[config.mk]
export PLATFORM = sky130hd
export DESIGN_NAME = branch_resolve_unit
export DESIGN_NICKNAME = d
export VERILOG_FILES = /design/src/rtl/branch_resolve_unit_pkg.sv /design/src/rtl/branch_resolve_unit_cmp.sv /design/src/rtl/branch_resolve_unit.sv
export SDC_FILE = /design/constraint.sdc
export NUM_CORES = 1
export LEC_CHECK = 0
export ABC_CLOCK_PERIOD_IN_PS = 2000
export CAP_MARGIN = 20
export CORE_UTILIZATION = 42
export DETAILED_ROUTE_END_ITERATION = 10
export PLACE_DENSITY = 0.88
export SYNTH_ARGS = -nofsm -noshare
export SYNTH_HDL_FRONTEND = slang
export SYNTH_SLANG_ARGS = --single-unit
export TNS_END_PERCENT = 30
[constraint.sdc]
create_clock -name clk -period 2 [get_ports clk]
set_clock_uncertainty 0.1 [all_clocks]
set_input_delay 0.5 -clock clk [delete_from_list [all_inputs] [get_ports clk]]
set_output_delay 0.5 -clock clk [all_outputs]
set_load 0.1 [all_outputs]
[src/rtl/branch_resolve_unit_pkg.sv]
// -----------------------------------------------------------------------------
// branch_resolve_unit_pkg
// Shared constants for the branch resolution stage:
//   - BR_* conditional-branch func3 encodings
//   - default fall-through increment (instruction length in bytes)
//   - width of the packed branch result {taken, mispredict, illegal, next_pc}
// -----------------------------------------------------------------------------
package branch_resolve_unit_pkg;

    localparam logic [2:0] BR_BEQ  = 3'b000;
    localparam logic [2:0] BR_BNE  = 3'b001;
    localparam logic [2:0] BR_BLT  = 3'b100;
    localparam logic [2:0] BR_BGE  = 3'b101;
    localparam logic [2:0] BR_BLTU = 3'b110;
    localparam logic [2:0] BR_BGEU = 3'b111;

    localparam int ILEN_BYTES_DEFAULT = 4;

    // Flag bits carried next to the PC in a resolved result: taken, mispredict, illegal.
    localparam int BR_RESULT_FLAGS_W = 3;

    function automatic int br_result_width(input int xlen);
        return xlen + BR_RESULT_FLAGS_W;
    endfunction

endpackage

[src/rtl/branch_resolve_unit_cmp.sv]
// -----------------------------------------------------------------------------
// branch_cmp
// Purely combinational conditional-branch evaluator.
// Ports:
//   func3_i    [2:0]       branch func3
//   rs1_i      [XLEN-1:0]  operand A
//   rs2_i      [XLEN-1:0]  operand B
//   taken_o                branch condition holds (0 for non-branch encodings)
//   illegal_o              func3 is not a conditional-branch encoding
// -----------------------------------------------------------------------------
module branch_cmp
    import branch_resolve_unit_pkg::*;
#(
    parameter int XLEN = 32
) (
    input  logic [2:0]      func3_i,
    input  logic [XLEN-1:0] rs1_i,
    input  logic [XLEN-1:0] rs2_i,
    output logic            taken_o,
    output logic            illegal_o
);

    logic eq;
    logic lt_s;
    logic lt_u;

    assign eq   = (rs1_i == rs2_i);
    assign lt_s = ($signed(rs1_i) < $signed(rs2_i));
    assign lt_u = (rs1_i < rs2_i);

    always_comb begin
        taken_o   = 1'b0;
        illegal_o = 1'b0;
        case (func3_i)
            BR_BEQ:  taken_o = eq;
            BR_BNE:  taken_o = !eq;
            BR_BLT:  taken_o = lt_s;
            BR_BGE:  taken_o = !lt_s;
            BR_BLTU: taken_o = lt_u;
            BR_BGEU: taken_o = !lt_u;
            default: illegal_o = 1'b1;
        endcase
    end

endmodule

[src/rtl/branch_resolve_unit.sv]
// -----------------------------------------------------------------------------
// branch_resolve_unit
// Pipelined branch resolution stage between the ID/EX register and the
// PC-redirect logic. Evaluates func3, computes target (pc+imm) and
// fall-through (pc+ILEN_BYTES), and flags a mispredict against the fetch
// prediction. Valid/ready on both sides, flushable.
//
// Parameters:
//   XLEN        operand / PC width (32 or 64)
//   STAGES      1: compare+target in one register stage
//               2: compare registered in stage 1, target/mispredict in stage 2
//   ILEN_BYTES  fall-through increment
//
// Ports:
//   clk, rst (async, active-high), flush
//   in_valid/in_ready, in_func3, in_rs1, in_rs2, in_pc, in_imm,
//   in_pred_taken, in_pred_target                         -- request side
//   out_valid/out_ready, out_taken, out_next_pc,
//   out_mispredict, out_illegal                           -- result side
//
// Optional build macro BRANCH_STATS_EN adds stat_branches[31:0] and
// stat_mispredicts[31:0] transfer counters (cleared by rst only).
// -----------------------------------------------------------------------------
module branch_resolve_unit
    import branch_resolve_unit_pkg::*;
#(
    parameter int XLEN       = 32,
    parameter int STAGES     = 1,
    parameter int ILEN_BYTES = ILEN_BYTES_DEFAULT
) (
    input  logic            clk,
    input  logic            rst,
    input  logic            flush,
    input  logic            in_valid,
    output logic            in_ready,
    input  logic [2:0]      in_func3,
    input  logic [XLEN-1:0] in_rs1,
    input  logic [XLEN-1:0] in_rs2,
    input  logic [XLEN-1:0] in_pc,
    input  logic [XLEN-1:0] in_imm,
    input  logic            in_pred_taken,
    input  logic [XLEN-1:0] in_pred_target,
    output logic            out_valid,
    input  logic            out_ready,
    output logic            out_taken,
    output logic [XLEN-1:0] out_next_pc,
    output logic            out_mispredict,
    output logic            out_illegal
`ifdef BRANCH_STATS_EN
    ,
    output logic [31:0]     stat_branches,
    output logic [31:0]     stat_mispredicts
`endif
);

    localparam int RES_W = br_result_width(XLEN);

    // Entry held between compare and target stages when STAGES == 2.
    typedef struct packed {
        logic            taken;
        logic            illegal;
        logic            pred_taken;
        logic [XLEN-1:0] pc;
        logic [XLEN-1:0] imm;
        logic [XLEN-1:0] pred_target;
    } s1_t;

    // ---------------------------------------------------------------- compare
    logic cmp_taken;
    logic cmp_illegal;

    branch_cmp #(
        .XLEN (XLEN)
    ) u_cmp (
        .func3_i   (in_func3),
        .rs1_i     (in_rs1),
        .rs2_i     (in_rs2),
        .taken_o   (cmp_taken),
        .illegal_o (cmp_illegal)
    );

    // Source of the output stage: either the raw request (1 stage) or the
    // registered compare stage (2 stages).
    logic            src_valid;
    logic            src_taken;
    logic            src_illegal;
    logic            src_pred_taken;
    logic [XLEN-1:0] src_pc;
    logic [XLEN-1:0] src_imm;
    logic [XLEN-1:0] src_pred_target;

    logic            out_valid_q;
    logic            out_valid_d;
    logic [RES_W-1:0] out_res_q;
    logic [RES_W-1:0] out_res_d;
    logic            out_accept;

    // Output register can take a new entry when empty or draining this cycle.
    assign out_accept = !out_valid_q || out_ready;

    generate
        if (STAGES == 1) begin : g_one_stage
            assign src_valid       = in_valid;
            assign src_taken       = cmp_taken;
            assign src_illegal     = cmp_illegal;
            assign src_pred_taken  = in_pred_taken;
            assign src_pc          = in_pc;
            assign src_imm         = in_imm;
            assign src_pred_target = in_pred_target;
            assign in_ready        = out_accept;
        end else begin : g_two_stage
            logic s1_valid_q;
            logic s1_valid_d;
            s1_t  s1_q;
            s1_t  s1_d;
            logic s1_load;

            // Stage 1 moves whenever the output stage accepts, so in_ready
            // depends only on out_ready and register state.
            assign in_ready = !s1_valid_q || out_accept;
            assign s1_load  = in_valid && in_ready;

            always_comb begin
                s1_valid_d = s1_valid_q;
                if (flush) begin
                    s1_valid_d = 1'b0;
                end else if (in_ready) begin
                    s1_valid_d = in_valid;
                end
            end

            always_comb begin
                s1_d = s1_q;
                if (s1_load) begin
                    s1_d.taken       = cmp_taken;
                    s1_d.illegal     = cmp_illegal;
                    s1_d.pred_taken  = in_pred_taken;
                    s1_d.pc          = in_pc;
                    s1_d.imm         = in_imm;
                    s1_d.pred_target = in_pred_target;
                end
            end

            always_ff @(posedge clk or posedge rst) begin
                if (rst) begin
                    s1_valid_q <= 1'b0;
                end else begin
                    s1_valid_q <= s1_valid_d;
                end
            end

            // Payload is qualified by s1_valid_q, so it carries no reset.
            always_ff @(posedge clk) begin
                s1_q <= s1_d;
            end

            assign src_valid       = s1_valid_q;
            assign src_taken       = s1_q.taken;
            assign src_illegal     = s1_q.illegal;
            assign src_pred_taken  = s1_q.pred_taken;
            assign src_pc          = s1_q.pc;
            assign src_imm         = s1_q.imm;
            assign src_pred_target = s1_q.pred_target;
        end
    endgenerate

    // ---------------------------------------------------------- target stage
    logic [XLEN-1:0] target;
    logic [XLEN-1:0] fall_through;
    logic            res_mispredict;
    logic            out_load;

    assign target       = src_pc + src_imm;
    assign fall_through = src_pc + XLEN'(ILEN_BYTES);
    assign out_load     = src_valid && out_accept;

    // Illegal encodings never redirect; their taken is already forced to 0.
    assign res_mispredict = !src_illegal &&
                            ((src_taken != src_pred_taken) ||
                             (src_taken && (src_pred_target != target)));

    always_comb begin
        out_valid_d = out_valid_q;
        if (flush) begin
            out_valid_d = 1'b0;
        end else if (out_accept) begin
            out_valid_d = src_valid;
        end
    end

    // Result only changes on a real load, keeping outputs stable while stalled.
    always_comb begin
        out_res_d = out_res_q;
        if (out_load) begin
            out_res_d = {src_taken, res_mispredict, src_illegal,
                         (src_taken ? target : fall_through)};
        end
    end

    always_ff @(posedge clk or posedge rst) begin
        if (rst) begin
            out_valid_q <= 1'b0;
            out_res_q   <= '0;
        end else begin
            out_valid_q <= out_valid_d;
            out_res_q   <= out_res_d;
        end
    end

    assign out_valid = out_valid_q;
    assign {out_taken, out_mispredict, out_illegal, out_next_pc} = out_res_q;

`ifdef BRANCH_STATS_EN
    // ------------------------------------------------------------ statistics
    logic [31:0] stat_br_q;
    logic [31:0] stat_br_d;
    logic [31:0] stat_mp_q;
    logic [31:0] stat_mp_d;

    always_comb begin
        stat_br_d = stat_br_q;
        stat_mp_d = stat_mp_q;
        if (out_valid_q && out_ready) begin
            stat_br_d = stat_br_q + 32'd1;
            if (out_mispredict) begin
                stat_mp_d = stat_mp_q + 32'd1;
            end
        end
    end

    // Counters deliberately ignore flush: they record delivered results.
    always_ff @(posedge clk or posedge rst) begin
        if (rst) begin
            stat_br_q <= '0;
            stat_mp_q <= '0;
        end else begin
            stat_br_q <= stat_br_d;
            stat_mp_q <= stat_mp_d;
        end
    end

    assign stat_branches    = stat_br_q;
    assign stat_mispredicts = stat_mp_q;
`endif

endmodule

==> impl_results.md, run 1 <==
- I/O Pins: 206
- Synth Flop Type: dfrtp_1
- Syn. warnings: 0
- Synth area leader: dfrtp_1
- Largest net degree at the start of global routing: 65
- Yosys reg bits: 36
- Asr flop ratio synth: 1.00
- Port bufs: 205
- Post-synth EDFFs: 0
- Die span in x: 119 um
- FP Rows: 42
- CTS Buffer Depth: 2
- Failing step: global routing
- Most common cell in the synthesized netlist: nand2_1
- Cells after synthesis: 776
- Stop err: [ERROR GRT-0232] Routing congestion too high. Check the congestion heatmap in the GUI.
- Placed wire-length estimate: 22,400 um
- Initial Util: 0.432
- Commonest cells in the netlist: nand2_1, a21oi_1, ha_1, nor2_1, o21ai_0
- Netlist cell types: 63
- Sequential share of the synthesized area: 0.157
- Worst endpoint type: sequential cell input
- Outcome: stopped before the end
- Worst-path endpoint after global-route repair_timing: out_res_q[33]$_DFFE_PP0P_/D
- Final RePlAce weighted congestion: 1.00
- Placed insts: 1,337
- Top cells by area, synth: dfrtp_1, ha_1, xnor2_1, a21oi_1, nand2_1
- Area share of the largest cell type after synthesis: 0.157
- Mapped Nets: 1,010
- Mapped Area: 0.00574 mm2
- Die Y: 119 um
- CTS H-tree lvls: 2
- Grt ovf: 65
- CTS root buffer: clkbuf_16
- Aggregate global-route resource usage: 0.775
- Mean Syn Cell Area: 7.40 um2
- CTS Buf Count: 5
- Clock sinks: 36
==> per-layer routing <==
layer	global-route usage	overflow
met1	0.747	0
met2	0.946	29
met3	0.634	0
met4	0.815	36
met5	0.301	0
==> cell families after synthesis <==
group,Yosys count,share of synthesized area
AOI/OAI and AO/OA,219,0.239
xor gates and xnor gates,91,0.161
DFF,36,0.157
adders and majority gates,65,0.143
buffers and inverters,87,0.0577
and+or+nand+nor,268,0.224
muxes,10,0.0183
==> timing repair <==
| action | 4_1_cts |
|---|---|
| gates resized for setup | 482 |
| setup buffers | 36 |
| cloned | 6 |
| endpoints found under the setup margin | 35 |
| hold buffers | 0 |
| pin swaps | 108 |
==> per-stage QoR <==
step / cell area [um2] / setup WS, ns / TNS [ns]
3_3_place_gp: 10300 / -1.86 / -46.50
3_5_place_dp: 10300 / -2.09 / -51.14
4_1_cts: 11700 / -1.23 / -27.98
2_1_floorplan: 6140 / -1.22 / -21.89
==> inputs of run 2 (changes only) <==
--- a/config.mk
+++ b/config.mk
@@ -5,11 +5,11 @@
 export SDC_FILE = /design/constraint.sdc
 export NUM_CORES = 1
 export LEC_CHECK = 0
-export ABC_CLOCK_PERIOD_IN_PS = 2000
+export ABC_CLOCK_PERIOD_IN_PS = 2600
 export CAP_MARGIN = 20
-export CORE_UTILIZATION = 42
+export CORE_UTILIZATION = 40
 export DETAILED_ROUTE_END_ITERATION = 10
-export PLACE_DENSITY = 0.88
+export PLACE_DENSITY_LB_ADDON = 0.15
 export SYNTH_ARGS = -nofsm -noshare
 export SYNTH_HDL_FRONTEND = slang
 export SYNTH_SLANG_ARGS = --single-unit
==> constraint.sdc (replaced) <==
create_clock -name clk -period 2.6 [get_ports clk]
set_clock_uncertainty 0.1 [all_clocks]
set_input_delay 0.65 -clock clk [delete_from_list [all_inputs] [get_ports clk]]
set_output_delay 0.65 -clock clk [all_outputs]
set_load 0.1 [all_outputs]
==> impl_results.md, run 2 <==
- Outcome: finished, violations left
- Failing checks: negative setup slack
- R2r endpoint: out_res_q[33]$_DFFE_PP0P_
- Largest register by flop count: out_res_q
- CP endpoint kind: register
- Hold-fix buffers, CTS: 0
- Netlist cell types: 63
- Critical path data arrival time: 3.65 ns
- # setup viols final: 34
- Cells after synthesis: 776
- I/O Pins: 206
- Die area: 0.0148 mm2
- Final Max Slew Viols: 0
- Worst hold path type: register to register
- DRC violations left: 0
- Non-filler instance count after layout: 1,422
- Sequential share of the synthesized area: 0.157
- Placed Area: 0.00995 mm2
- Die span in x: 122 um
- R2R Setup Slk: 0.17 ns
- CP Max Fanout: 5
- Aggregate global-route resource usage: 0.339
- FMAX: 0.280 GHz
- CTS Buffer Depth: 2
- Cell area after layout: 0.0116 mm2
- First-pass GRT wire length: 38,800 um
- CTS H-tree lvls: 2
- Fin worst setup slack: -0.967 ns
- Yosys reg bits: 36
- Clock sinks: 36
- Reg clk slew, reported paths: 0.07 ns
- Most common cell in the synthesized netlist: nand2_1
- Critical path's slowest cell: a221o_2
- Initial Util: 0.412
- Core Area: 0.0139 mm2
- Grt ovf: 0
- Drt wl/cell: 19.9 um
- Min Tclk post-route: 3.57 ns
- Placed wire-length estimate: 19,100 um
- Most common cell after layout, fill and taps aside: buf_4
- Startpoint types: input pin
- Post-synth EDFFs: 0
- Die Y: 122 um
- Skew-Pair Late Insertion Delay: 0.28 ns
- WHS: 0.392 ns
- Most frequent cells in the layout: buf_4, nand2_1, ha_4, clkdlybuf4s50_1, xnor2_1
- Crit path required time: 2.68 ns
- CTS tree: yes
- Initial DRC Count: 602
- Largest register FFs: 35
- Area growth, synth to finish: 101%
- DR vias: 8,270
- CTS Buf Count: 5
- Final net count: 1,474
- Worst R2R Path Depth: 10
- Antenna violations before repair: 1
- Drt pass-1 iters: 5
- Synth area leader: dfrtp_1
- Worst path cell trace: buf_6 > ha_4 > fa_2 > a21o_1 > a221o_2 > buf_12 > a311oi_2 > a21oi_2 > buf_4 > buf_6 > o21bai_4 > a31o_4 > xor2_4 > xnor2_2 > o31a_1
- Pwr dens: 441 mW/mm2
- Worst Max-Slew Pin Slew: 0.532 ns
- Mean Syn Cell Area: 7.40 um2
- Largest net degree at the start of global routing: 46
- Mapped Nets: 1,010
- MaxCap Viol Count: 0
- Crit Path Category: input pin to register
- Lkg Pwr: 5.19 nW
- Synth Flop Type: dfrtp_1
- CTS root buffer: clkbuf_16
- Hold Path End: out_res_q[0]$_DFFE_PP0P_
- Asr flop ratio synth: 1.00
- Final worst path period share: 1.37
- Mapped Area: 0.00574 mm2
- Hold Path Cell Cnt: 2
- Final RePlAce weighted congestion: 0.974
- Post-DR vias/cell: 5.82
- Syn. warnings: 0
- Min-delay src: out_res_q[0]$_DFFE_PP0P_
- Area share of the largest cell type after synthesis: 0.157
- Crit path top cell by count: buf_6
- Commonest cells in the netlist: nand2_1, a21oi_1, ha_1, nor2_1, o21ai_0
- FP Rows: 43
- Routed Antenna Nets: 0
- Share of post-route cells with drive strength above 1: 0.499
- Worst reg2reg startpoint: out_valid$_DFFE_PP0P_
- Slew headroom: 0.642
- RSZ-0062 raised after global routing: true
- Final hold violations: 0
- Number of global-route vias before repair: 7,810
- Worst IR drop on VDD: 0.000536 V
- Largest incremental delay on the critical path: 0.41 ns
- Layout Utilization: 0.830
- Top cells by area, synth: dfrtp_1, ha_1, xnor2_1, a21oi_1, nand2_1
- Placed insts: 1,354
- Port bufs: 205
- Routed Wire Length: 28,300 um
run 2: cell counts after synthesis:
Identical to the previous run, type by type.
run 2: worst max-delay path, delay by kind of cell:
| family | cells | cell delay, ns |
|---|---|---|
| compound gates | 7 | 1.66 |
| buf+inv | 4 | 0.52 |
| fa+ha+maj | 2 | 0.49 |
| xor+xnor | 2 | 0.32 |
run 2: layout make-up:
type,count,area (um2)
Antenna cell,1,2.50
Sequential cell,36,901
Tap cell,180,225
Timing Repair Buffer,497,4160
Clock inverter,3,18.8
Multi-Input combinational cell,653,5920
Fill cell,831,2370
Clock buffer,5,125
Inverter,47,211
run 2: report_power, final:
group,total (mW),switching [mW],internal [mW],leakage [nW]
Combinational,3.75,2.17,1.58,4.67
Clock,0.605,0.252,0.353,0.0736
Sequential,0.743,0.0770,0.666,0.445
Total,5.10,2.50,2.60,5.19
run 2: timing repair:
item / CTS / global route
pin swaps: 104 / 91
resized for setup: 442 / 157
setup buffers: 31 / 30
gates cloned: 4 / 0
endpoints found under the setup margin: 34 / 34
run 2: stage by stage:
step / TNS (ns) / setup slack [ns] / total power [mW]
final: -10.94 / -0.967 / 5.10
after global placement: -34.52 / -1.43 / 3.77
after floorplan: -7.11 / -0.771 / 2.54
after CTS: -9.44 / -0.835 / 4.77
after global routing: -14.16 / -1.04 / 5.30
after detailed placement: -36.53 / -1.49 / 3.80
run 2: worst max-delay path by stage:
stage	cells past startpoint	startpoint	slack, ns	end
floorplan	11	in_pc[0]	-0.77	out_res_q[33]$_DFFE_PP0P_
global placement	12	in_pc[0]	-1.43	out_res_q[33]$_DFFE_PP0P_
detailed placement	12	in_pc[0]	-1.49	out_res_q[33]$_DFFE_PP0P_
CTS	12	in_imm[0]	-0.83	out_res_q[33]$_DFFE_PP0P_
global route	15	in_imm[0]	-1.04	out_res_q[33]$_DFFE_PP0P_
finish	15	in_imm[0]	-0.97	out_res_q[33]$_DFFE_PP0P_
run 2: kinds of logic (layout without fill, tap and decap cells):
group | Yosys count | count (layout) | share of synthesized area
adder cells (fa/ha/maj) | 65 | 65 | 0.143
flip-flops | 36 | 36 | 0.157
AO/OA/AOI/OAI | 219 | 219 | 0.239
multiplexers | 10 | 10 | 0.0183
XOR/XNOR | 91 | 91 | 0.161
buffers and inverters | 87 | 552 | 0.0577
AND/OR/NAND/NOR | 268 | 268 | 0.224
other | 0 | 1 | 0
run 2: per-layer routing:
metal,vias to the layer above,share of wire,GRT usage
met5,-,0,0
met4,0,0.062,0.166
met1,3900,0.37,0.394
met3,156,0.070,0.0421
met2,481,0.50,0.608
li1,3733,-,-
Power figures use the tool's default switching activity.
==> inputs of run 3 (changes only) <==
--- a/config.mk
+++ b/config.mk
@@ -6,9 +6,9 @@
 export NUM_CORES = 1
 export LEC_CHECK = 0
 export ABC_CLOCK_PERIOD_IN_PS = 2600
-export CAP_MARGIN = 20
 export CORE_UTILIZATION = 40
 export DETAILED_ROUTE_END_ITERATION = 10
+export HOLD_SLACK_MARGIN = 0.06
 export PLACE_DENSITY_LB_ADDON = 0.15
 export SYNTH_ARGS = -nofsm -noshare
 export SYNTH_HDL_FRONTEND = slang
==> results of run 3 <==
No change in the layout: final DEF, timing and power equal those of run 2.
